[config.mk]
export PLATFORM = sky130hd
export DESIGN_NAME = sccb_cfg_writer
export DESIGN_NICKNAME = d
export VERILOG_FILES = /design/src/rtl/sccb_pkg.sv /design/src/rtl/sccb_qtr_tick.sv /design/src/rtl/sccb_cfg_writer.sv
export SDC_FILE = /design/constraint.sdc
export NUM_CORES = 1
export LEC_CHECK = 0
export ABC_AREA = 1
export CORE_MARGIN = 4
export CORE_UTILIZATION = 60
export CTS_BUF_LIST = sky130_fd_sc_hd__clkbuf_4 sky130_fd_sc_hd__clkbuf_8
export CTS_CLUSTER_SIZE = 28
export DETAILED_ROUTE_END_ITERATION = 16
export PLACE_DENSITY = 0.85
export SLEW_MARGIN = 20
export SYNTH_ARGS = -nofsm -noshare
export SYNTH_HDL_FRONTEND = slang
export SYNTH_SLANG_ARGS = --single-unit
[constraint.sdc]
create_clock -name sys_clk -period 3.9 [get_ports sys_clk]
set_input_delay 0.585 -clock sys_clk [delete_from_list [all_inputs] [get_ports sys_clk]]
set_output_delay 0.585 -clock sys_clk [all_outputs]
set_load 0.1 [all_outputs]
[src/rtl/sccb_pkg.sv]
// Shared definitions for the SCCB masters: state encoding, phase names, frame constants
// and the per-state bus pattern.
package sccb_pkg;

    typedef enum logic [2:0] {
        S_IDLE,
        S_START,
        S_BIT,
        S_ACK,
        S_STOP,
        S_DONE
    } sccb_state_t;

    localparam logic [1:0] P0 = 2'd0;
    localparam logic [1:0] P1 = 2'd1;
    localparam logic [1:0] P2 = 2'd2;
    localparam logic [1:0] P3 = 2'd3;

    localparam int         FRAME_QTRS        = 152;
    localparam int         BYTES_PER_WRITE   = 4;
    localparam logic [7:0] DEFAULT_DEVICE_ID = 8'h78;

    // Returns {scl, sda_oe} for one quarter of the frame.
    function automatic logic [1:0] bus_drive(input sccb_state_t st, input logic [1:0] ph,
                                             input logic tx_bit);
        logic scl;
        logic oe;
        scl = 1'b1;
        oe  = 1'b0;
        case (st)
            S_START: oe = ph[1];
            S_BIT: begin
                scl = ph[1];
                oe  = ~tx_bit;
            end
            S_ACK:   scl = ph[1];
            S_STOP: begin
                scl = (ph != P0);
                oe  = ~ph[1];
            end
            default: ;
        endcase
        return {scl, oe};
    endfunction

endpackage

[src/rtl/sccb_qtr_tick.sv]
// Quarter-SCL-period timebase: counts 0..Q-1 while enabled and pulses qtick on terminal count.
module sccb_qtr_tick #(
    parameter int Q = 50
) (
    input  logic clk,
    input  logic rst,
    input  logic clr,
    input  logic en,
    output logic qtick
);
    localparam int CW = (Q > 1) ? $clog2(Q) : 1;

    logic [CW-1:0] cnt;

    always_ff @(posedge clk or posedge rst) begin
        if (rst)
            cnt <= '0;
        else if (clr)
            cnt <= '0;
        else if (en)
            cnt <= (cnt == CW'(Q - 1)) ? '0 : cnt + 1'b1;
    end

    assign qtick = en && (cnt == CW'(Q - 1));

endmodule

[src/rtl/sccb_cfg_writer.sv]
// SCCB 3-phase write master: START, DEVICE_ID, addr_hi, addr_lo, val, STOP, then a cfg_end pulse.
// Define SCCB_NACK_ABORT_EN to abort on a NACK and raise the sticky nack_err flag.
module sccb_cfg_writer
    import sccb_pkg::*;
#(
    parameter int         SYS_CLK_FREQ = 50_000_000,
    parameter int         SCL_FREQ     = 250_000,
    parameter logic [7:0] DEVICE_ID    = DEFAULT_DEVICE_ID
) (
    input  logic        sys_clk,
    input  logic        sys_rst,
    input  logic        cfg_start,
    input  logic [23:0] cfg_data,
    output logic        cfg_end,
    output logic        busy,
    output logic        scl_o,
    output logic        sda_oe,
    input  logic        sda_i,
    output logic        nack_err
);
    localparam int Q = SYS_CLK_FREQ / (4 * SCL_FREQ);

    sccb_state_t state;
    logic [1:0]  phase;
    logic [2:0]  bit_idx;
    logic [1:0]  byte_idx;
    logic [31:0] shreg;
    logic        qtick;
    logic [1:0]  drive;

    sccb_qtr_tick #(.Q(Q)) u_qtr (
        .clk   (sys_clk),
        .rst   (sys_rst),
        .clr   (state == S_IDLE && cfg_start),
        .en    (busy),
        .qtick (qtick)
    );

    assign drive = bus_drive(state, phase, shreg[31]);

`ifdef SCCB_NACK_ABORT_EN
    logic nack_seen;
`else
    // SCCB slaves may leave the 9th bit undefined, so the ACK slot is not sampled.
    logic unused_ack;
    assign unused_ack = sda_i;
`endif

    // Bus pins follow the state registers by one cycle; every quarter keeps its full length.
    always_ff @(posedge sys_clk or posedge sys_rst) begin
        if (sys_rst) begin
            state    <= S_IDLE;
            phase    <= P0;
            bit_idx  <= '0;
            byte_idx <= '0;
            shreg    <= '0;
            busy     <= 1'b0;
            cfg_end  <= 1'b0;
            scl_o    <= 1'b1;
            sda_oe   <= 1'b0;
            nack_err <= 1'b0;
`ifdef SCCB_NACK_ABORT_EN
            nack_seen <= 1'b0;
`endif
        end else begin
            cfg_end <= 1'b0;
            scl_o   <= drive[1];
            sda_oe  <= drive[0];
            case (state)
                S_IDLE: if (cfg_start) begin
                    shreg    <= {DEVICE_ID, cfg_data};
                    busy     <= 1'b1;
                    phase    <= P0;
                    bit_idx  <= '0;
                    byte_idx <= '0;
                    state    <= S_START;
                end
                S_START: if (qtick) begin
                    phase <= phase + 2'd1;
                    if (phase == P3) state <= S_BIT;
                end
                S_BIT: if (qtick) begin
                    phase <= phase + 2'd1;
                    if (phase == P3) begin
                        shreg   <= {shreg[30:0], 1'b0};
                        bit_idx <= bit_idx + 3'd1;
                        if (bit_idx == 3'd7) state <= S_ACK;
                    end
                end
                S_ACK: if (qtick) begin
                    phase <= phase + 2'd1;
`ifdef SCCB_NACK_ABORT_EN
                    if (phase == P2) nack_seen <= sda_i;
                    if (phase == P3) begin
                        if (nack_seen) nack_err <= 1'b1;
                        if (nack_seen || byte_idx == 2'(BYTES_PER_WRITE - 1)) begin
                            byte_idx <= '0;
                            state    <= S_STOP;
                        end else begin
                            byte_idx <= byte_idx + 2'd1;
                            state    <= S_BIT;
                        end
                    end
`else
                    if (phase == P3) begin
                        byte_idx <= byte_idx + 2'd1;
                        state    <= (byte_idx == 2'(BYTES_PER_WRITE - 1)) ? S_STOP : S_BIT;
                    end
`endif
                end
                S_STOP: if (qtick) begin
                    phase <= phase + 2'd1;
                    if (phase == P3) begin
                        busy  <= 1'b0;
                        state <= S_DONE;
                    end
                end
                S_DONE: begin
                    cfg_end <= 1'b1;
                    state   <= S_IDLE;
                end
                default: state <= S_IDLE;
            endcase
        end
    end

endmodule

# Word-level counts from Yosys, hierarchy flattened
# Index checks and enable logic that the tools add are counted.
[op_classes] n_addsub=4 n_eq_ne=20 n_mux=36 bitwise=2 n_reduce_logical=16
[ops] op="32-bit 2-to-1 mux" n=3
[ops] op="32-bit case mux with 2 select lines" n=1
[ops] op="3-bit 2-to-1 mux" n=14
[ops] op="2-bit != test, second input constant" n=10
[ops] op="6-bit 2-to-1 mux" n=3
[ops] op="3-bit case mux with 5 select lines" n=1
[ops] op="4-bit AND reduction" n=3
[ops] op="2-bit nonzero test" n=6
[ops] op="10-bit AND reduction" n=1
[ops] op="3-bit == test, second input constant" n=3
[ops] op="2-bit 2-to-1 mux" n=4
[ops] op="2-bit case mux with 2 select lines" n=2
[ops] op="6-bit by 1-bit adder with 6-bit output, second input constant" n=1
[ops] op="3-bit by 2-bit == test with 1-bit output, second input constant" n=2
[ops] op="6-bit == test, second input constant" n=1
[ops] op="3-bit case mux with 2 select lines" n=1
[ops] op="2-bit by 1-bit adder with 2-bit output, second input constant" n=2
[ops] op="2-bit == test, second input constant" n=2
[ops] op="1-bit 2-to-1 mux" n=4
[ops] op="1-bit case mux with 2 select lines" n=2
[ops] op="4-bit OR reduction" n=1
[ops] op="3-bit by 1-bit adder with 3-bit output, second input constant" n=1
[ops] op="3-bit by 1-bit == test with 1-bit output, second input constant" n=1
[ops] op="3-bit logical NOT" n=1
[ops] op="6 further kinds" n=8
[word_totals] regBits=52 input_bits=28 out_inout_bits=5

# Depth between registers and ports, before layout
[depth] depth_word=5 ltp_mapped=11 ltp_nobuf=10

# Hierarchy
# A second synthesis with hierarchy kept.
[hier_totals] hier_cells=312 area_unflattened_um2=2718.9
[modules_own_cells] mod="sccb_cfg_writer" n_inst=1 cells_each=266 area_per_inst_um2=2339.7
[modules_own_cells] mod="sccb_qtr_tick" n_inst=1 cells_each=46 area_per_inst_um2=379.1

# Worst setup path before layout
# No wires, ideal clock.
[synth_path] kind="register -> register" from="reg busy" to="reg shreg[0]" setup_time_ns=0.119 arrival_time_ns=1.797 required_time_ns=3.781 slack_ns=1.985 path_stages_with_launch=8 n_path_buf=2 period_less_slack_ns=1.915 cell_sequence="dfrtp_1 -> nand4_1 -> nand2_2 -> nand2_4 -> inv_2 -> buf_8 -> buf_6 -> o21ai_2"
[synth_via] elab_chain_cells=3
[synth_rtl] item="start, declared" line_no="sccb_cfg_writer.sv:15" source="output logic busy,"
[synth_rtl] item="start signal, assigned" line_no="sccb_cfg_writer.sv:57" source="busy <= 1'b0;"
[synth_rtl] item="start signal, assigned" line_no="sccb_cfg_writer.sv:72" source="busy <= 1'b1;"
[synth_rtl] item="start signal, assigned" line_no="sccb_cfg_writer.sv:114" source="busy <= 1'b0;"
[synth_rtl] item="1-bit logical AND" line_no="sccb_qtr_tick.sv:24" source="assign qtick = en && (cnt == CW'(Q - 1));"
[synth_rtl] item="2-bit != test (no line)"
[synth_rtl] item="4-bit AND reduction (no line)"
[synth_rtl] item="end signal, assigned" line_no="sccb_cfg_writer.sv:71" source="shreg <= {DEVICE_ID, cfg_data};"
[synth_rtl] item="end signal, assigned" line_no="sccb_cfg_writer.sv:85" source="shreg <= {shreg[30:0], 1'b0};"
[synth_rtl] item="end, declared" line_no="sccb_cfg_writer.sv:27" source="logic [31:0] shreg;"
# Every way passes these cells.
# A chain may end at the register's enable or synchronous reset.

# Worst setup path after layout
[layout_path] from="reg state[1]" to="reg shreg[23]"
[layout_via] elab_chain_cells=3 word_cells_on_any_way=8
[layout_rtl] item="start, declared" line_no="sccb_cfg_writer.sv:23" source="sccb_state_t state;"
[layout_rtl] item="start signal, assigned" line_no="sccb_cfg_writer.sv:107" source="state <= (byte_idx == 2'(BYTES_PER_WRITE - 1)) ? S_STOP : S_BIT;"
[layout_rtl] item="3-bit by 2-bit == test with 1-bit output / 3-bit logical NOT (equally long branches)" line_no="sccb_cfg_writer.sv:69" source="case (state)"
[layout_rtl] item="2-bit != test (no line) / 2-bit nonzero test (equally long branches)"
[layout_rtl] item="4-bit AND reduction (no line)"
# Several ways; a longest one is shown, not always the timed one.

==> results.json <==
{
  "maxSlewViolCount": 0,
  "cap_violations": 0,
  "top_usage_layer": "met2",
  "htreeDepth": 2,
  "layout-drive-gt1-share": 0.166,
  "antennaDiodeCount": 0,
  "die_area_sq_um": 5800,
  "grt_pass1_vias": 2023,
  "routedWlPerCell_um": 12.1,
  "grt_max_degree": 56,
  "antenna_found_initial": 0,
  "cts_setup_buffers": 0,
  "io_pins": 33,
  "cts.sinks": 52,
  "cts_buffers": 5,
  "grt_use_met1": 0.236,
  "reg2regPathDepth": 10,
  "grt_pass1_wl_mm": 8.87,
  "syn_inst": 335,
  "final.setup.tns_ns": 0,
  "ys_seq_elements": 52,
  "grt_use_total": 0.183,
  "globalRouteMet3Util": 0.0414,
  "path_class": "reg -> reg",
  "tightest_slew_ns": 0.966,
  "worstSkewPairLatency_ns": 0.31,
  "ir_drop_mv": 0.345,
  "synth_area_per_cell_sq_um": 8.33,
  "viasPerCell": 5.15,
  "cp_max_fo": 55,
  "crit_slowest_cell": "inv_2",
  "row_count": 24,
  "clock.fmax_mhz": 370,
  "antenna_left": 0,
  "min_path_type": "reg -> reg",
  "portBuffers": 30,
  "critPathLaunchType": "flop",
  "ys_warn_count": 1,
  "dpl.hpwl_mm": 3.33,
  "leakage_nw": 1.53,
  "slew_headroom": 0.354,
  "vias": 2129,
  "yosysUniqueCellTypes": 33,
  "gp_congestion": 0.871,
  "grt_overflow": 0,
  "fill_cells": 338,
  "area_delta_synth_final_pct": 12.8,
  "cp-end-kind": "flop",
  "clk_path_buf_depth": 2,
  "mostFrequentLayoutCells": "nand2_1 (82), dfrtp_1 (51), o21ai_0 (50), inv_1 (45), clkdlybuf4s50_1 (30)",
  "die_w_um": 76.2,
  "timing.final.crit_share": 0.692,
  "setup_viol": 0,
  "nNetsFinal": 395,
  "drt_iter0_drc": 202,
  "core_area_sq_um": 4410,
  "critPathMaxStageDelay_ns": 0.58,
  "cts-root-buf": "clkbuf_8",
  "cp.required_ns": 4.15,
  "dr.pass1.iters": 4,
  "fin_crit_ns": 2.70,
  "status": "finished, final reports clean",
  "final_common_cell": "nand2_1",
  "yosysSeqAreaShare": 0.467,
  "hold_violations": 0,
  "hold_buffers": 0,
  "use_met2": 0.301,
  "syn_area_sq_um": 2790,
  "initial_utilization": 0.632,
  "clk_pin_slew_worst_paths_ns": 0.09,
  "crit_arrival_ns": 2.95,
  "wl_mm": 4.99,
  "hold_depth": 2,
  "holdWs_ns": 0.491,
  "finish.utilization": 0.713,
  "drcViolationCount": 0,
  "syn_nets": 370,
  "cts-resized-gates": 0,
  "power.density_nw_per_um2": 696,
  "dieHeight_um": 76.2,
  "cts_tree": "yes",
  "path_cells": "inv_2 > nor2_4 > nand2_4 > clkinv_2 > nand2_2 > nand2_4 > inv_2 > buf_4 > nand2_1 > nand2_1",
  "rsz0062_at_grt": "false",
  "skew_ns": 0.00696
}
## cell type report
class / count / area (sq um) / share of cell area
Sequential cell: 52 / 1300 / 0.414
Multi-Input combinational cell: 220 / 1190 / 0.378
Timing Repair Buffer: 31 / 308 / 0.0978
Inverter: 50 / 190 / 0.0604
Clock buffer: 6 / 82.6 / 0.0262
Tap cell: 52 / 65.1 / 0.0207
Clock inverter: 2 / 10.0 / 0.00318
## report_power, final
| part | total [mW] | switching [mW] | internal (mW) |
|---|---|---|---|
| Clock | 0.319 | 0.177 | 0.142 |
| Combinational | 1.01 | 0.675 | 0.330 |
| Sequential | 0.864 | 0.110 | 0.754 |
## per-layer routing
metal	wire length, um	vias to the layer above
met2	2410	36
met3	188	6
met1	2310	979
met5	0	-
li1	-	1108
met4	81	0
## state kept, by name, indices dropped and copies added, names as in the netlist
register,count
u_qtr.cnt,6
phase,2
sda_oe,1
busy,1
state,3
bit_idx,3
cfg_end,1
shreg,32
scl_o,1
byte_idx,2
## synth_stat cells
cell	n	area share
o21ai_2	23	0.072
nand4_1	3	0.0067
o21ai_4	1	0.0058
a22oi_1	1	0.0027
nand2_4	2	0.0081
o221ai_1	1	0.0031
inv_1	46	0.062
dfstp_2	1	0.0094
nand2_1	82	0.11
dfrtp_1	51	0.46
buf_6	1	0.0040
nor2_4	1	0.0040
ha_1	7	0.031
o21a_1	1	0.0027
inv_2	3	0.0040
buf_1	1	0.0013
clkinv_2	1	0.0018
o21ai_0	50	0.090
a31oi_1	1	0.0022
buf_12	2	0.014
nand3_1	7	0.013
buf_4	2	0.0054
or2_2	1	0.0022
conb_1	1	0.0013
nor3_1	2	0.0036
clkbuf_1	5	0.0067
o22ai_1	1	0.0022
o211ai_1	1	0.0027
buf_2	1	0.0018
buf_8	1	0.0054
nor2_1	14	0.019
a21oi_1	3	0.0054
nand2_2	17	0.038
## through the flow
step	area (sq um)	setup slack [ns]	total power [mW]	cells
after floorplan	2790	1.98	1.73	335
after global placement	3050	1.26	1.84	405
after detailed placement	3050	1.24	1.88	405
after CTS	3150	1.20	2.21	413
after global routing	3150	0.970	2.38	413
final	3150	1.20	2.19	413
## path summary, 6_finish.rpt
kind,start,slack (ns),endpoint
max in group asynchronous,sys_rst,2.64,u_qtr.cnt[1]
min in group asynchronous,sys_rst,0.75,sda_oe
setup / recovery,state[1],1.20,shreg[23]
hold / removal,shreg[30],0.49,shreg[30]
setup reg to reg,state[1],1.20,shreg[23]
hold reg to reg,shreg[30],0.49,shreg[30]
## worst max-delay path, delay by kind of cell, from the launching register on
family,cells,cell delay (ns)
flops,1,0.46
simple gates,6,0.88
buf+inv,4,1.31
## logic make-up (layout without fill, tap and decap cells)
family / Yosys count / count (layout) / share of synthesized area
and+or+nand+nor: 129 / 129 / 0.205
AOI/OAI and AO/OA: 83 / 83 / 0.189
buffers and inverters: 63 / 89 / 0.107
DFF: 52 / 52 / 0.467
adders and majority gates: 7 / 7 / 0.0314
other: 1 / 1 / 0.00134
(Power assumes the default switching activity.)
